<file path="src/rtl/core_pkg.sv">
`default_nettype none
// +----------------------------------------------------------------------+
// | core_pkg                                                             |
// | Shared register-file widths and the writeback queue entry type.      |
// | Revision: 1.0                                                        |
// +----------------------------------------------------------------------+
package core_pkg;

  localparam int CORE_ADDRESS_WIDTH = 5;
  localparam int CORE_DATA_WIDTH    = 32;

  typedef struct packed {
    logic [CORE_ADDRESS_WIDTH-1:0] rd;
    logic [CORE_DATA_WIDTH-1:0]    data;
  } wb_entry_t;

endpackage
`default_nettype wire

</file>
<file path="src/rtl/wb_lookup.sv">
`default_nettype none
// +----------------------------------------------------------------------+
// | wb_lookup                                                            |
// | Combinational youngest-match search over the live queue entries.     |
// | Revision: 1.0                                                        |
// +----------------------------------------------------------------------+
module wb_lookup
  import core_pkg::*;
#(
  parameter int ADDRESS_WIDTH = CORE_ADDRESS_WIDTH,
  parameter int DATA_WIDTH    = CORE_DATA_WIDTH,
  parameter int DEPTH         = 4
) (
  input  logic [DEPTH-1:0][ADDRESS_WIDTH-1:0] entry_rd,
  input  logic [DEPTH-1:0][DATA_WIDTH-1:0]    entry_data,
  input  logic [$clog2(DEPTH)-1:0]            head,
  input  logic [$clog2(DEPTH):0]              count,
  input  logic [ADDRESS_WIDTH-1:0]            addr,
  output logic                                hit,
  output logic [DATA_WIDTH-1:0]               data
);

  localparam int PTR_WIDTH = $clog2(DEPTH);

  logic [DEPTH-1:0][PTR_WIDTH-1:0] w_idx;
  logic [DEPTH-1:0]                w_match;

  // Slot i is the i-th oldest entry; it is live only while i < count.
  for (genvar i = 0; i < DEPTH; i++) begin : g_slot
    assign w_idx[i]   = head + PTR_WIDTH'(i);
    assign w_match[i] = (count > (PTR_WIDTH+1)'(i)) && (entry_rd[w_idx[i]] == addr);
  end

  // Scan oldest to youngest so the last hit is the youngest value.
  always_comb begin
    hit  = 1'b0;
    data = '0;
    if (addr != '0) begin
      for (int i = 0; i < DEPTH; i++) begin
        if (w_match[i]) begin
          hit  = 1'b1;
          data = entry_data[w_idx[i]];
        end
      end
    end
  end

endmodule
`default_nettype wire

</file>
<file path="src/rtl/wb_write_queue.sv">
`default_nettype none
// +----------------------------------------------------------------------+
// | wb_write_queue                                                       |
// | Dual-lane in-order write buffer draining into the single RF port.    |
// | Revision: 1.0                                                        |
// +----------------------------------------------------------------------+
module wb_write_queue
  import core_pkg::*;
#(
  parameter int ADDRESS_WIDTH = CORE_ADDRESS_WIDTH,
  parameter int DATA_WIDTH    = CORE_DATA_WIDTH,
  parameter int DEPTH         = 4
) (
  input  logic                      clk,
  input  logic                      rst,
  input  logic                      wb0_valid,
  input  logic [ADDRESS_WIDTH-1:0]  wb0_rd,
  input  logic [DATA_WIDTH-1:0]     wb0_data,
  input  logic                      wb1_valid,
  input  logic [ADDRESS_WIDTH-1:0]  wb1_rd,
  input  logic [DATA_WIDTH-1:0]     wb1_data,
  output logic                      in_ready,
  output logic                      WE3,
  output logic [ADDRESS_WIDTH-1:0]  AD3,
  output logic [DATA_WIDTH-1:0]     WD3,
  input  logic [ADDRESS_WIDTH-1:0]  lk1_addr,
  output logic                      lk1_hit,
  output logic [DATA_WIDTH-1:0]     lk1_data,
  input  logic [ADDRESS_WIDTH-1:0]  lk2_addr,
  output logic                      lk2_hit,
  output logic [DATA_WIDTH-1:0]     lk2_data,
  output logic [$clog2(DEPTH):0]    count
);

  localparam int                 PTR_WIDTH   = $clog2(DEPTH);
  localparam logic [PTR_WIDTH:0] C_READY_MAX = (PTR_WIDTH+1)'(DEPTH - 2);

  logic [DEPTH-1:0][ADDRESS_WIDTH-1:0] r_rd;
  logic [DEPTH-1:0][DATA_WIDTH-1:0]    r_data;
  logic [PTR_WIDTH-1:0]                r_head;
  logic [PTR_WIDTH-1:0]                r_tail;
  logic [PTR_WIDTH:0]                  r_count;

  logic                 w_push0;
  logic                 w_push1;
  logic                 w_pop;
  logic [PTR_WIDTH:0]   w_push_cnt;
  logic [PTR_WIDTH-1:0] w_slot1;

  // Ready depends on registered occupancy only, so two slots are always free.
  assign in_ready   = (r_count <= C_READY_MAX);
  assign w_push0    = wb0_valid && in_ready && (wb0_rd != '0);
  assign w_push1    = wb1_valid && in_ready && (wb1_rd != '0);
  assign w_pop      = (r_count != '0);
  assign w_push_cnt = (PTR_WIDTH+1)'(w_push0) + (PTR_WIDTH+1)'(w_push1);
  assign w_slot1    = w_push0 ? (r_tail + PTR_WIDTH'(1)) : r_tail;

  always_ff @(posedge clk or posedge rst) begin
    if (rst) begin
      r_head  <= '0;
      r_tail  <= '0;
      r_count <= '0;
    end else begin
      if (w_pop) begin
        r_head <= r_head + PTR_WIDTH'(1);
      end
      r_tail  <= r_tail + w_push_cnt[PTR_WIDTH-1:0];
      r_count <= r_count + w_push_cnt - (PTR_WIDTH+1)'(w_pop);
    end
  end

  // Entry storage carries no reset; liveness is tracked by head/count.
  always_ff @(posedge clk) begin
    if (w_push0) begin
      r_rd[r_tail]   <= wb0_rd;
      r_data[r_tail] <= wb0_data;
    end
    if (w_push1) begin
      r_rd[w_slot1]   <= wb1_rd;
      r_data[w_slot1] <= wb1_data;
    end
  end

  assign WE3   = w_pop;
  assign AD3   = w_pop ? r_rd[r_head]   : '0;
  assign WD3   = w_pop ? r_data[r_head] : '0;
  assign count = r_count;

  wb_lookup #(
    .ADDRESS_WIDTH (ADDRESS_WIDTH),
    .DATA_WIDTH    (DATA_WIDTH),
    .DEPTH         (DEPTH)
  ) u_lookup1 (
    .entry_rd   (r_rd),
    .entry_data (r_data),
    .head       (r_head),
    .count      (r_count),
    .addr       (lk1_addr),
    .hit        (lk1_hit),
    .data       (lk1_data)
  );

  wb_lookup #(
    .ADDRESS_WIDTH (ADDRESS_WIDTH),
    .DATA_WIDTH    (DATA_WIDTH),
    .DEPTH         (DEPTH)
  ) u_lookup2 (
    .entry_rd   (r_rd),
    .entry_data (r_data),
    .head       (r_head),
    .count      (r_count),
    .addr       (lk2_addr),
    .hit        (lk2_hit),
    .data       (lk2_data)
  );

endmodule
`default_nettype wire

</file>
<file path="config.mk">
export PLATFORM = sky130hd
export DESIGN_NAME = wb_write_queue
export DESIGN_NICKNAME = d
export VERILOG_FILES = /design/src/rtl/core_pkg.sv /design/src/rtl/wb_lookup.sv /design/src/rtl/wb_write_queue.sv
export SDC_FILE = /design/constraint.sdc
export NUM_CORES = 1
export LEC_CHECK = 0
export ABC_AREA = 0
export CAP_MARGIN = 0
export CORE_ASPECT_RATIO = 0.75
export CORE_MARGIN = 10
export CORE_UTILIZATION = 45
export DETAILED_ROUTE_END_ITERATION = 7
export PLACE_DENSITY = 0.75
export SYNTH_ARGS = -nofsm -noshare
export SYNTH_HDL_FRONTEND = slang
export SYNTH_SLANG_ARGS = --single-unit
</file>
<file path="constraint.sdc">
create_clock -name clk -period 3.15 [get_ports clk]
set_input_delay 0.7875 -clock clk [delete_from_list [all_inputs] [get_ports clk]]
set_output_delay 0.7875 -clock clk [all_outputs]
set_load 0.05 [all_outputs]
</file>
==> impl_metrics.ini <==
[sta]
finalHoldViolations = 0
setup_tns_ns = -67.02
fmax_ghz = 0.239
tightest_slew_ns = 0.529
finalCritPeriodShare_pct = 133
layout_setup_ws_ns = -1.03
rsz0062_at_grt = yes
finalSetupViolCount = 86
hold_slack_ns = 0.578
slew_headroom_pct = 64.6
finClkSkew_ns = 0.0131
drv_slew = 0
fin_crit_ns = 4.18

[logic_synthesis]
synth_cells = 1380
syn-cell-area_um2 = 12900
yosys.area.top_type = mux2i_1
synth_nets = 1478
synth_common_cells = mux2i_1 (302), dfxtp_1 (148), o21ai_0 (140)
synth_compound_area_share_pct = 16.4
ys_ff_latch = 155
netlist.area_leader.share_pct = 23.4
yosysMostFrequentCell = mux2i_1
synth_edf_count = 0
synth.area.top_cells = mux2i_1 (23%), dfxtp_1 (23%), mux4_2 (15%), o21ai_0 (5.4%), a21oi_1 (4.9%)
synth_area_per_cell_um2 = 9.38
synth_cell_types = 52
ys_seq_area_share_pct = 24.2
synthMuxAreaShare_pct = 40.9
yosys.area_share.simple_pct = 8.82
ys_async_sr_fraction_pct = 4.52
yosys.area_share.xor_xnor_pct = 3.17
synth-main-ff-cell = dfxtp_1
yosysWarnings = 0
synth_top_family_by_area = multiplexers
synth_fa_ha_area_share_pct = 1.02

[floorplan]
die_w_um = 216
fp-row-count = 53
die-area_um2 = 36000
initial_core_util_pct = 45.9
ios = 196
core_area_um2 = 28200
die_h_um = 167

[cells_and_area]
finalNetCount = 1830
area_growth_syn_to_layout_pct = 55.4
num-fill-cells = 1880
layout-drive-gt1-share_pct = 41.2

[grt]
grt_pass1_vias = 12955
grt_max_degree = 70
grt_pass1_wl_mm = 76.3
antenna_found_initial = 7
grt-ovfl-total = 0
track_usage_pct = 26.2

[clock_network]
cts_buffers = 17
cts_tree = done
cts_root_buffer = clkbuf_16
ctsHoldBuffers = 0
clk_pin_slew_ns = 0.07
clock_sink_count = 155
clkLatencyLatePin_ns = 0.44
htree_num_levels = 4
max-clock-path-buffers = 2

[setup_path]
required_ns = 2.36
worstPathArrival_ns = 3.39
ff2ff_path_depth = 10
crit_path_end_kind = output pin
endpoint = lk1_data[20]
r2r_end = count[2]
rrSetupSlack_ns = 0.40
worstPathMaxFanout = 8
reg2reg_from = count[2]
critPathLaunch = r_head[0]
critPathLaunchType = flip-flop
critPathKind = flip-flop to output pin

[worst_hold_path]
worstHoldStart = r_data[4]
hold_path_class = flip-flop to flip-flop

[route]
ant_nets = 0
drc_errors = 0
wl_met3_mm = 6.20
first_iter_violations = 1631
first_pass_iters = 5
routed_wl_mm = 54.8
vias = 13677
wl_met1_mm = 21.8
top_layer = met5
avgRoutedWirePerCell_um = 25.6
vias_per_cell = 6.41
wl_met2_mm = 25.0

[place]
gp_congestion = 0.942
post-dp-hpwl_mm = 34.1
portBuffers = 195

[run_status]
status = complete, but fails checks
violations = negative setup slack

[flow_run]
cap_viol_max_count = 0
## logic make-up after synthesis
| logic type | Yosys count |
|---|---|
| and+or+nand+nor | 249 |
| buffers and inverters | 149 |
| muxes | 418 |
| xor gates and xnor gates | 46 |
| AOI/OAI and AO/OA | 353 |
| adders and majority gates | 10 |
| DFF | 155 |
## sequential cells by signal, indices dropped and copies added (netlist names)
| register | cells |
|---|---|
| count | 3 |
| r_data | 128 |
| r_tail | 2 |
| r_head | 2 |
| r_rd | 20 |
## routing by layer
metal  GRT usage [%]  vias up
met2            41.3      926
met3            7.78      167
li1                -     5872
met5               0        -
met4            6.20        6
met1            34.5     6706
## area by class of cell
class | count | area, µm² | share of cell area [%]
inverter | 12 | 45.0 | 0.224
sequential | 155 | 3150 | 15.7
tap | 385 | 482 | 2.40
clock inverter | 15 | 179 | 0.890
clock buffer | 17 | 425 | 2.12
antenna | 5 | 12.5 | 0.0622
multi-input combinational | 1076 | 10500 | 52.3
timing repair buffer | 470 | 5300 | 26.4
## critical path, stage by stage (launching register included)
cell	delay [ns]
dfrtp_4	0.49
buf_12	0.16
buf_8	0.11
mux4_2	0.58
buf_6	0.16
xnor2_2	0.11
nand2_1	0.10
nor3_2	0.12
buf_4	0.17
o21ai_4	0.07
buf_12	0.17
buf_12	0.15
o22a_1	0.20
a21oi_4	0.16
buf_6	0.18
## layout by cell type (no fill, tap or decap), types with 13 or more instances in the layout
master	synthesis	layout
and2_4	0	22
dfxtp_1	148	148
buf_4	2	190
clkbuf_16	0	25
o32a_1	29	29
mux2_2	30	30
buf_12	0	59
clkdlybuf4s50_1	0	87
nor2_1	82	81
mux2i_1	302	252
a21oi_4	0	60
nand2_1	92	88
buf_6	11	84
and2_1	35	13
a21oi_1	126	74
xnor2_1	37	29
o22a_1	29	29
o21ai_0	140	133
buf_8	0	33
mux4_2	86	86
mux2i_4	0	14
mux2i_2	0	36
## worst min-delay path by stage
| stage | to | slack (ns) | cells past startpoint |
|---|---|---|---|
| after CTS | r_data[73] | 0.57 | 2 |
| after global placement | r_data[97] | 0.55 | 2 |
| after floorplan | r_tail[1] | 0.53 | 1 |
| after global routing | r_data[75] | 0.60 | 2 |
| after detailed placement | r_data[22] | 0.56 | 2 |
| final | r_data[4] | 0.58 | 2 |
## repair_timing
item                       in CTS  in global routing
cloned                          3                 14
buffers inserted               19                 35
pin swaps                      51                 39
resized for setup             137                180
setup endpoints to repair      99                 97
## per-stage QoR
| stage | area [µm²] | instances | setup slack, ns | utilization (%) |
|---|---|---|---|---|
| floorplan | 13700 | 1380 | -0.247 | - |
| global placement | 17400 | 2035 | -0.679 | 61.8 |
| detailed placement | 17400 | 2035 | -0.731 | 61.8 |
| CTS | 18800 | 2089 | -0.899 | 66.8 |
| global route | 20100 | 2132 | -1.12 | 71.3 |
| finish | 20100 | 2135 | -1.03 | 71.3 |
Power is left out: the tool's default activity adds up to more than one toggle a clock period on the data nets, which glitch-free logic cannot reach.
